`src/rtl/complex_multiplier_arbiter.sv`:
```
// Round-robin scheduler sharing one external pipelined complex multiplier among
// NUM_REQ requesters. Results return in issue order through a credit-protected FIFO.
module complex_multiplier_arbiter #(
  parameter int NUM_REQ      = 4,
  parameter int DATA_WIDTH   = 16,
  parameter int MULT_LATENCY = 2,
  parameter int FIFO_DEPTH   = 8,
  localparam int ID_WIDTH    = (NUM_REQ > 2) ? $clog2(NUM_REQ) : 1,
  localparam int PROD_WIDTH  = 2*DATA_WIDTH + 1
) (
  input  logic                           i_clk,
  input  logic                           i_rst,
  input  logic [NUM_REQ-1:0]             i_req_valid,
  output logic [NUM_REQ-1:0]             o_req_ready,
  input  logic [NUM_REQ*DATA_WIDTH-1:0]  i_req_real_h,
  input  logic [NUM_REQ*DATA_WIDTH-1:0]  i_req_imag_h,
  input  logic [NUM_REQ*DATA_WIDTH-1:0]  i_req_real_y,
  input  logic [NUM_REQ*DATA_WIDTH-1:0]  i_req_imag_y,
  output logic [DATA_WIDTH-1:0]          o_mul_real_h,
  output logic [DATA_WIDTH-1:0]          o_mul_imag_h,
  output logic [DATA_WIDTH-1:0]          o_mul_real_y,
  output logic [DATA_WIDTH-1:0]          o_mul_imag_y,
  input  logic [PROD_WIDTH-1:0]          i_mul_real,
  input  logic [PROD_WIDTH-1:0]          i_mul_imag,
  output logic                           o_res_valid,
  input  logic                           i_res_ready,
  output logic [PROD_WIDTH-1:0]          o_res_real,
  output logic [PROD_WIDTH-1:0]          o_res_imag,
  output logic [ID_WIDTH-1:0]            o_res_id
);

  localparam int ADDR_WIDTH  = $clog2(FIFO_DEPTH);
  localparam int CRED_WIDTH  = $clog2(FIFO_DEPTH + 1);
  localparam int ENTRY_WIDTH = 2*PROD_WIDTH + ID_WIDTH;
  localparam logic [ID_WIDTH-1:0]   LAST_ID      = ID_WIDTH'(NUM_REQ - 1);
  localparam logic [CRED_WIDTH-1:0] FULL_CREDITS = CRED_WIDTH'(FIFO_DEPTH);

  logic [ID_WIDTH-1:0]   rr_ptr;
  logic [ID_WIDTH-1:0]   grant_id;
  logic [ID_WIDTH-1:0]   scan_id;
  logic [NUM_REQ-1:0]    grant_oh;
  logic                  grant_any;
  logic [DATA_WIDTH-1:0] sel_real_h, sel_imag_h, sel_real_y, sel_imag_y;
  logic [CRED_WIDTH-1:0] credits;
  logic                  accept;
  logic                  push;
  logic                  pop;

  // Scan from rr_ptr upward with wrap; the first valid requester wins.
  always_comb begin
    grant_oh   = '0;
    grant_id   = '0;
    grant_any  = 1'b0;
    sel_real_h = '0;
    sel_imag_h = '0;
    sel_real_y = '0;
    sel_imag_y = '0;
    scan_id    = rr_ptr;
    for (int i = 0; i < NUM_REQ; i++) begin
      if (!grant_any && i_req_valid[scan_id]) begin
        grant_any         = 1'b1;
        grant_id          = scan_id;
        grant_oh[scan_id] = 1'b1;
        sel_real_h        = i_req_real_h[scan_id*DATA_WIDTH +: DATA_WIDTH];
        sel_imag_h        = i_req_imag_h[scan_id*DATA_WIDTH +: DATA_WIDTH];
        sel_real_y        = i_req_real_y[scan_id*DATA_WIDTH +: DATA_WIDTH];
        sel_imag_y        = i_req_imag_y[scan_id*DATA_WIDTH +: DATA_WIDTH];
      end
      scan_id = (scan_id == LAST_ID) ? '0 : scan_id + 1'b1;
    end
  end

  // Handshake: a request transfers in a cycle where i_req_valid[k] and o_req_ready[k]
  // are both high; ready never depends on a pop in the same cycle (registered credits).
  assign accept      = grant_any & (credits != '0) & ~i_rst;
  assign o_req_ready = accept ? grant_oh : '0;

  always_ff @(posedge i_clk) begin
    if (i_rst) begin
      rr_ptr       <= '0;
      o_mul_real_h <= '0;
      o_mul_imag_h <= '0;
      o_mul_real_y <= '0;
      o_mul_imag_y <= '0;
    end else if (accept) begin
      rr_ptr       <= (grant_id == LAST_ID) ? '0 : grant_id + 1'b1;
      o_mul_real_h <= sel_real_h;
      o_mul_imag_h <= sel_imag_h;
      o_mul_real_y <= sel_real_y;
      o_mul_imag_y <= sel_imag_y;
    end
  end

  // Tag pipeline tracks which requester owns the product emerging from the multiplier.
  logic [MULT_LATENCY:0] tag_valid;
  logic [ID_WIDTH-1:0]   tag_id [MULT_LATENCY+1];

  always_ff @(posedge i_clk) begin
    if (i_rst) begin
      tag_valid <= '0;
      for (int i = 0; i <= MULT_LATENCY; i++) tag_id[i] <= '0;
    end else begin
      tag_valid <= {tag_valid[MULT_LATENCY-1:0], accept};
      tag_id[0] <= grant_id;
      for (int i = 1; i <= MULT_LATENCY; i++) tag_id[i] <= tag_id[i-1];
    end
  end

  logic [ENTRY_WIDTH-1:0] fifo_mem [FIFO_DEPTH];
  logic [ADDR_WIDTH-1:0]  wr_ptr, rd_ptr;
  logic [ADDR_WIDTH:0]    fifo_count;

  assign push        = tag_valid[MULT_LATENCY];
  assign o_res_valid = (fifo_count != '0);
  assign pop         = o_res_valid & i_res_ready;
  assign {o_res_real, o_res_imag, o_res_id} = fifo_mem[rd_ptr];

  always_ff @(posedge i_clk) begin
    if (i_rst) begin
      wr_ptr     <= '0;
      rd_ptr     <= '0;
      fifo_count <= '0;
      for (int i = 0; i < FIFO_DEPTH; i++) fifo_mem[i] <= '0;
    end else begin
      if (push) begin
        fifo_mem[wr_ptr] <= {i_mul_real, i_mul_imag, tag_id[MULT_LATENCY]};
        wr_ptr           <= wr_ptr + 1'b1;
      end
      if (pop) rd_ptr <= rd_ptr + 1'b1;
      case ({push, pop})
        2'b10:   fifo_count <= fifo_count + 1'b1;
        2'b01:   fifo_count <= fifo_count - 1'b1;
        default: fifo_count <= fifo_count;
      endcase
    end
  end

  // One credit per FIFO slot, held from accept until the result is popped.
  always_ff @(posedge i_clk) begin
    if (i_rst) begin
      credits <= FULL_CREDITS;
    end else begin
      case ({accept, pop})
        2'b10:   credits <= credits - 1'b1;
        2'b01:   credits <= credits + 1'b1;
        default: credits <= credits;
      endcase
    end
  end

endmodule
```
`config.mk`:
```
export PLATFORM = sky130hd
export DESIGN_NAME = complex_multiplier_arbiter
export DESIGN_NICKNAME = d
export VERILOG_FILES = /design/src/rtl/complex_multiplier_arbiter.sv
export SDC_FILE = /design/constraint.sdc
export NUM_CORES = 1
export LEC_CHECK = 0
export CAP_MARGIN = 15
export CELL_PAD_IN_SITES_DETAIL_PLACEMENT = 1
export CELL_PAD_IN_SITES_GLOBAL_PLACEMENT = 2
export CORE_ASPECT_RATIO = 0.75
export CORE_MARGIN = 2
export CORE_UTILIZATION = 35
export CTS_CLUSTER_DIAMETER = 60
export DETAILED_ROUTE_END_ITERATION = 8
export GPL_ROUTABILITY_DRIVEN = 0
export PLACE_DENSITY = 0.85
export SYNTH_ARGS = -nofsm -noshare
export SYNTH_HDL_FRONTEND = slang
export SYNTH_SLANG_ARGS = --single-unit
```
`constraint.sdc`:
```
create_clock -name i_clk -period 6.4 [get_ports i_clk]
set_input_delay 0.64 -clock i_clk [delete_from_list [all_inputs] [get_ports i_clk]]
set_output_delay 0.64 -clock i_clk [all_outputs]
set_load 0.005 [all_outputs]
```
==> results of run 1 <==
-- through the flow --
stage | util [%] | power (uW)
after floorplan | - | 10100
after global placement | 40.9 | 12200
after detailed placement | 40.9 | 12300
after CTS | 43.3 | 16600
after global routing | 43.3 | 17300
final | 43.3 | 16500
-- cell usage after synthesis, drive strengths merged, types with 3 or more instances --
cell    count
and2      545
edfxtp    544
mux4      329
nand2     201
clkbuf    167
a21oi     153
dfxtp      92
mux2i      87
mux2       86
buf        83
nor2       67
o21ai      57
a221oi     56
o211ai     30
a31oi      24
nand3      18
or3        17
ha         16
o221ai     16
nor4bb     15
inv        12
a22oi       8
nor2b       6
xor2        6
nor4        5
a222oi      4
nand2b      4
xnor2       4
or2         3
-- logic make-up after synthesis --
| family | after synthesis | synth area share (%) |
|---|---|---|
| and+or+nand+nor | 889 | 13.7 |
| DFF | 636 | 50.3 |
| muxes | 502 | 25.6 |
| AOI/OAI and AO/OA | 365 | 6.43 |
| buffers and inverters | 262 | 2.99 |
| adders and majority gates | 18 | 0.665 |
| xor gates and xnor gates | 10 | 0.242 |
-- state kept, by name, summed over array words and instances (netlist names), named ones only --
| name | cells |
|---|---|
| credits | 4 |
| fifo_count | 4 |
| fifo_mem | 544 |
| o_mul_imag_h | 16 |
| o_mul_imag_y | 16 |
| o_mul_real_h | 16 |
| o_mul_real_y | 16 |
| rd_ptr | 3 |
| rr_ptr | 2 |
| tag_id | 6 |
| tag_valid | 3 |
| wr_ptr | 3 |
-- power by group through the flow --
stage | clock, uW | combinational (uW) | sequential (uW)
2_1_floorplan | 0 | 4920 | 5140
3_3_place_gp | 0 | 6950 | 5270
3_5_place_dp | 0 | 7030 | 5280
4_1_cts | 4360 | 7060 | 5210
5_1_grt | 4500 | 7570 | 5250
6_report | 4250 | 7010 | 5200
-- worst max-delay path, stage by stage, from the launching register on --
cell	delay, ns
dfxtp_4	0.73
inv_1	0.36
ha_4	0.44
buf_4	0.76
a311oi_1	0.21
nor4_4	0.23
buf_4	0.29
nand2_1	0.08
a21oi_1	0.23
clkdlybuf4s50_1	0.55
-- area by class of cell --
cell class                      instances  share of cell area (%)
Timing Repair Buffer                  513                    11.4
Tap cell                             1352                    3.80
Clock buffer                           95                    4.48
Sequential cell                       636                    40.9
Antenna cell                           31                   0.174
Inverter                               12                   0.115
Multi-Input combinational cell       1784                    38.2
Clock inverter                         45                   0.981
-- worst paths after layout --
kind / from / end / slack, ns / depth (start not counted)
worst max register to register: rr_ptr[1] / credits[3] / 1.72 / 14
worst max-delay path: rr_ptr[1] / o_req_ready[2] / 1.25 / 9
worst min register to register: tag_valid[1] / tag_valid[2] / 0.43 / 1
worst min-delay path: tag_valid[1] / tag_valid[2] / 0.43 / 1
-- routing by layer --
layer	share of wire [%]	GRT usage (%)	wire length [um]
met5	0.13	0	152
met4	3.8	9.45	4460
met2	49	36.2	57700
met1	41	28.0	47800
met3	6.1	4.20	7140
==> run summary, run 1 <==
RUN STATUS
--------------------------------------------------------------------------------
Result of the run                                                   finished, final reports clean

PWR
--------------------------------------------------------------------------------
Internal power component                                                10800 uW
Seq pwr share                                                              31.6%
Switching portion of total power                                           34.1%
PD cells                                                             370 nW/um^2
Worst ir drop on vdd                                                    0.388 mV
Clock power share                                                          25.8%
Pleak                                                                  0.0155 uW
Combinational cell fraction of total power                                 42.6%
Switching power total                                                    5620 uW

PLACEMENT
--------------------------------------------------------------------------------
HPWL after detailed placement                                            68.5 mm
Port Buffers                                                                 465
Worst slack after detailed placement                                     1.75 ns
Total placed cells including tap cells                                      4297
Placed inst area                                                      42000 um^2

CLOCK NETWORK
--------------------------------------------------------------------------------
Master cell of the clock root buffer                                   clkbuf_16
Total setup buffers inserted after CTS                                         0
Clk Latency, worst-skew pair                                             0.62 ns
Maximum buffer depth of the clock tree                                         3
Number of instances resized during post-cts repair                             0
Clock Sink Count                                                             636
Reg clk slew, reported paths                                             0.06 ns
CTS Buf Count                                                                 76
Total number of H-tree levels                                                  3
Clock tree from TritonCTS                                                    yes
Number of hold buffers added after cts                                         0

SYNTH
--------------------------------------------------------------------------------
Mean area per synthesized cell                                         13.5 um^2
Async S/R FF share, synth                                                     0%
Synth unique cells                                                            59
Flip-flop and latch count after synthesis                                    636
Post-synth net total                                                        3029
Fraction of post-synthesis cell area in the top cell type by area          45.2%
Primary FF master, synth                                                edfxtp_1
Post-synth EDFFs                                                             544
Leading cell types by total area after synthesis                    edfxtp_1 (45%), mux4_2 (21%), and2_1 (9.4%)
Share of synthesized area occupied by flip-flops and latches               50.3%
Cells after synthesis                                                       2682
Number of warning messages in the yosys log                                    0
Largest area contributor in the netlist                                 edfxtp_1
Cell Area, Synth                                                      36100 um^2

DIE
--------------------------------------------------------------------------------
Die boundary width                                                        375 um
Overall die area                                                     106000 um^2
Initial Utilization                                                        35.2%
Count of pins on the block boundary                                          466
Chip Height                                                               282 um
Number of core rows                                                          102
Area of the core                                                     103000 um^2

SETUP PATH
--------------------------------------------------------------------------------
Arrival time of data at the critical path endpoint                       4.51 ns
CP endpoint kind                                                    primary output
Maximum net fanout on the critical path                                       81
Endpoint required time on the critical path                              5.76 ns
Startpoint types                                                       flip-flop
Type of the worst setup path                                          reg -> out

WORST HOLD PATH
--------------------------------------------------------------------------------
Worst min-delay path class                                            reg -> reg

DETAILED ROUTING
--------------------------------------------------------------------------------
Via total after detailed routing                                           25300
Post-DRT Antenna Nets                                                          0
Via-per-instance ratio                                                      5.67
Drt total wl                                                              117 mm
Remaining design rule violation count                                          0
WL/cell                                                                  26.3 um
Drt pass-1 iters                                                               5
Drt first-iter violations                                                   2012

FINISH
--------------------------------------------------------------------------------
Layout area overhead                                                       23.3%
Post-route cell area                                                  44500 um^2
Flip-flop and latch area                                              18200 um^2
Footprint of the multi-input gates                                    17000 um^2
Most frequent cells in the layout                                   and2_1 (545), edfxtp_1 (544), clkdlybuf4s50_1 (461)
Most common cell after layout, fill and taps aside                        and2_1
Final net count                                                             3370
Non-filler instance count after layout                                      4468
Layout cells sized above 1                                                 19.8%
Total of fill cells in the finished design                                 10400

STA
--------------------------------------------------------------------------------
Aggregate negative setup slack                                              0 ns
Final slew viol count                                                          0
RSZ-0062 raised after global routing                                          no
Final Hold Slack                                                        0.431 ns
Pin slew with the least headroom to its limit                            1.11 ns
Count of endpoints failing setup in the final report                           0
Highest Clock Rate                                                     0.194 GHz
Tightest slew margin relative to the limit                                 26.0%
Clock tree skew after final layout                                     0.0188 ns
Final hold violations                                                          0
Min setup slack post-route                                               1.25 ns
Post-layout min period                                                   5.15 ns
Post-route clock period utilization                                        80.5%

GLOBAL ROUTE
--------------------------------------------------------------------------------
Pin count of the biggest net entering global routing                         140
Leftover overflow at the end of global routing                                 0
Initial antenna violation count                                               43
Via count of the first global-routing pass                                 27200
Global-route wire length before repair                                    175 mm
Tot GR Track Use                                                           21.8%

FLOW RUN
--------------------------------------------------------------------------------
Number of max-capacitance violations reported                                  0

Note: power is estimated with default switching activity, not from simulation.
==> inputs of run 2 (changes only) <==
--- a/config.mk
+++ b/config.mk
@@ -10,11 +10,11 @@
 export CELL_PAD_IN_SITES_GLOBAL_PLACEMENT = 2
 export CORE_ASPECT_RATIO = 0.75
 export CORE_MARGIN = 2
-export CORE_UTILIZATION = 35
+export CORE_UTILIZATION = 39
 export CTS_CLUSTER_DIAMETER = 60
 export DETAILED_ROUTE_END_ITERATION = 8
 export GPL_ROUTABILITY_DRIVEN = 0
-export PLACE_DENSITY = 0.85
+export PLACE_DENSITY = 0.9
 export SYNTH_ARGS = -nofsm -noshare
 export SYNTH_HDL_FRONTEND = slang
 export SYNTH_SLANG_ARGS = --single-unit
==> constraint.sdc (replaced) <==
create_clock -name i_clk -period 4.9 [get_ports i_clk]
set_input_delay 0.49 -clock i_clk [delete_from_list [all_inputs] [get_ports i_clk]]
set_output_delay 0.49 -clock i_clk [all_outputs]
set_load 0.005 [all_outputs]
==> run 2 against run 1 <==
Net effect:
- sequential power is 31% higher
- die area down 10%
- combinational power is 34% higher
- routed wire length is 3.9% higher
==> run summary, run 2 (synthesis results as in run 1) <==
DIE
-------------------------------------------------------------------
Count of pins on the block boundary                             466   unchanged
Initial Utilization                                           39.4%   +4.3 points
Chip Height                                                  268 um   -5.2%
Die boundary width                                           355 um   -5.2%
Overall die area                                         95100 um^2   -10%
Number of core rows                                              96   -5.9%
Area of the core                                         91600 um^2   -11%

STA
-------------------------------------------------------------------
Final slew viol count                                             0   unchanged
Post-layout min period                                      4.65 ns
Pin slew with the least headroom to its limit               1.12 ns   +0.0149 ns
Highest Clock Rate                                        0.215 GHz
Post-route clock period utilization                           95.0%
Count of endpoints failing setup in the final report              0   unchanged
Tightest slew margin relative to the limit                    24.7%   -1.3 points
Final hold violations                                             0   unchanged
RSZ-0062 raised after global routing                             no
Clock tree skew after final layout                        0.0214 ns   +0.00256 ns

PWR
-------------------------------------------------------------------
Pleak                                                     0.0155 uW   about the same
Clock power share                                             25.3%   -0.5 points
PD cells                                                487 nW/um^2   +32%
Switching power total                                       7450 uW   +33%
Combinational cell fraction of total power                    43.3%   +0.7 points
Worst ir drop on vdd                                       0.776 mV   +100%
Switching portion of total power                              34.4%   +0.30 points
Seq pwr share                                                 31.4%   -0.2 points
Internal power component                                   14200 uW   +31%

PLACEMENT
-------------------------------------------------------------------
HPWL after detailed placement                               73.3 mm   +7.0%
Placed inst area                                         42000 um^2   unchanged
Total placed cells including tap cells                         4178   -2.8%
Port Buffers                                                    465   unchanged

SETUP PATH
-------------------------------------------------------------------
Arrival time of data at the critical path endpoint          4.16 ns   -0.35 ns
Endpoint required time on the critical path                 4.41 ns   -1.35 ns
Slowest CP cell                                               buf_4
Startpoint types                                          flip-flop
CP endpoint kind                                       primary output
Type of the worst setup path                             reg -> out
Delay of the slowest cell on the worst path                 0.78 ns   +0.02 ns
List of cells traversed by the critical path           inv_1, ha_4, buf_4, o211a_2, a211oi_4, a222oi_1, a21oi_1, clkdlybuf4s50_1
Maximum net fanout on the critical path                          77   -4.9%

DETAILED ROUTING
-------------------------------------------------------------------
Remaining design rule violation count                             0   unchanged
Via-per-instance ratio                                         5.99   +5.6%
WL/cell                                                     28.1 um   +6.9%
Post-DRT Antenna Nets                                             0   unchanged
Via total after detailed routing                              26000   +2.7%
Drt pass-1 iters                                                  5   unchanged
Drt first-iter violations                                      2059   +2.3%
Drt total wl                                                 122 mm   +3.9%

CLOCK NETWORK
-------------------------------------------------------------------
Maximum buffer depth of the clock tree                            3   unchanged
CTS Buf Count                                                    73   -3.9%
Clock Sink Count                                                636   unchanged
Total setup buffers inserted after CTS                            0   unchanged
Clk Latency, worst-skew pair                                0.63 ns   about the same
Master cell of the clock root buffer                      clkbuf_16
Reg clk slew, reported paths                                0.06 ns   about the same
Number of instances resized during post-cts repair                0   unchanged
Clock tree from TritonCTS                                       yes
Total number of H-tree levels                                     3   unchanged
Number of hold buffers added after cts                            0   unchanged

FINISH
-------------------------------------------------------------------
Layout cells sized above 1                                    19.9%   +0.14 points
Most common cell after layout, fill and taps aside           and2_1
Number of flip-flops under the largest register name            544   unchanged
Non-filler instance count after layout                         4346   -2.7%
Post-route core utilization                                   48.5%   +5.2 points
Largest register by flop count                             fifo_mem
Final net count                                                3375   +0.15%
Total of fill cells in the finished design                     9146   -12%
Layout area overhead                                          23.1%
Post-route cell area                                     44500 um^2   -0.19%
Most frequent cells in the layout                      and2_1 (545), edfxtp_1 (544), clkdlybuf4s50_1 (461)

GLOBAL ROUTE
-------------------------------------------------------------------
Tot GR Track Use                                              25.5%   +3.7 points
Leftover overflow at the end of global routing                    0   unchanged
Global-route wire length before repair                       183 mm   +4.8%
Initial antenna violation count                                  45   +4.7%
Via count of the first global-routing pass                    28800   +5.9%
Pin count of the biggest net entering global routing            135   -3.6%

FLOW RUN
-------------------------------------------------------------------
Number of max-capacitance violations reported                     0   unchanged

WORST HOLD PATH
-------------------------------------------------------------------
Worst min-delay path class                               reg -> reg

RUN STATUS
-------------------------------------------------------------------
Result of the run                                      finished, final reports clean

## run 2: final cells by class
type / count / area [um^2] / area share, %
Inverter: 12 / 50.0 / 0.113
Tap cell: 1225 / 1530 / 3.45
Sequential cell: 636 / 18200 / 40.9
Clock buffer: 90 / 1910 / 4.30
Timing Repair Buffer: 521 / 5220 / 11.7
Antenna cell: 38 / 95.1 / 0.214
Multi-Input combinational cell: 1784 / 17000 / 38.3
Clock inverter: 40 / 420 / 0.946
## run 2: final timing paths
kind         slack [ns]         start        endpoint  depth (start not counted)
max                0.25     rr_ptr[1]  o_req_ready[0]                          8
max reg2reg        0.71     rr_ptr[1]      credits[3]                         14
min reg2reg        0.44  tag_valid[0]    tag_valid[1]                          1
min                0.44  tag_valid[0]    tag_valid[1]                          1
## run 2: worst max-delay path: cells and delay by family, from the launching register on
family                     cells  cell delay (ns)
buffers and inverters          3             1.55
AOI/OAI and AO/OA              4             0.93
DFF                            1             0.57
adders and majority gates      1             0.44
## run 2: power groups by stage
| stage | Clock, uW | Sequential (uW) | Combinational (uW) |
|---|---|---|---|
| final | 5460 | 6800 | 9370 |
| after global routing | 5730 | 6850 | 10100 |
| after CTS | 5540 | 6790 | 9370 |
| after detailed placement | 0 | 6900 | 9320 |
| after global placement | 0 | 6870 | 8980 |
| after floorplan | 0 | 6710 | 6420 |
## run 2: per-stage QoR
step	hold WS, ns	setup slack (ns)	total power (uW)	setup TNS, ns
after floorplan	0.414	-1.38	13100	-375.53
after global placement	0.425	0.888	15800	0
after detailed placement	0.429	0.794	16200	0
after CTS	0.443	0.276	21700	0
after global routing	0.466	0.131	22600	0
final	0.438	0.247	21600	0
## run 2: routing by layer
metal  GRT usage (%)  part of all wire [%]
met1            31.6                    39
met2            42.7                    50
met3            5.14                   6.4
met4            12.7                   4.4
met5               0                 0.066
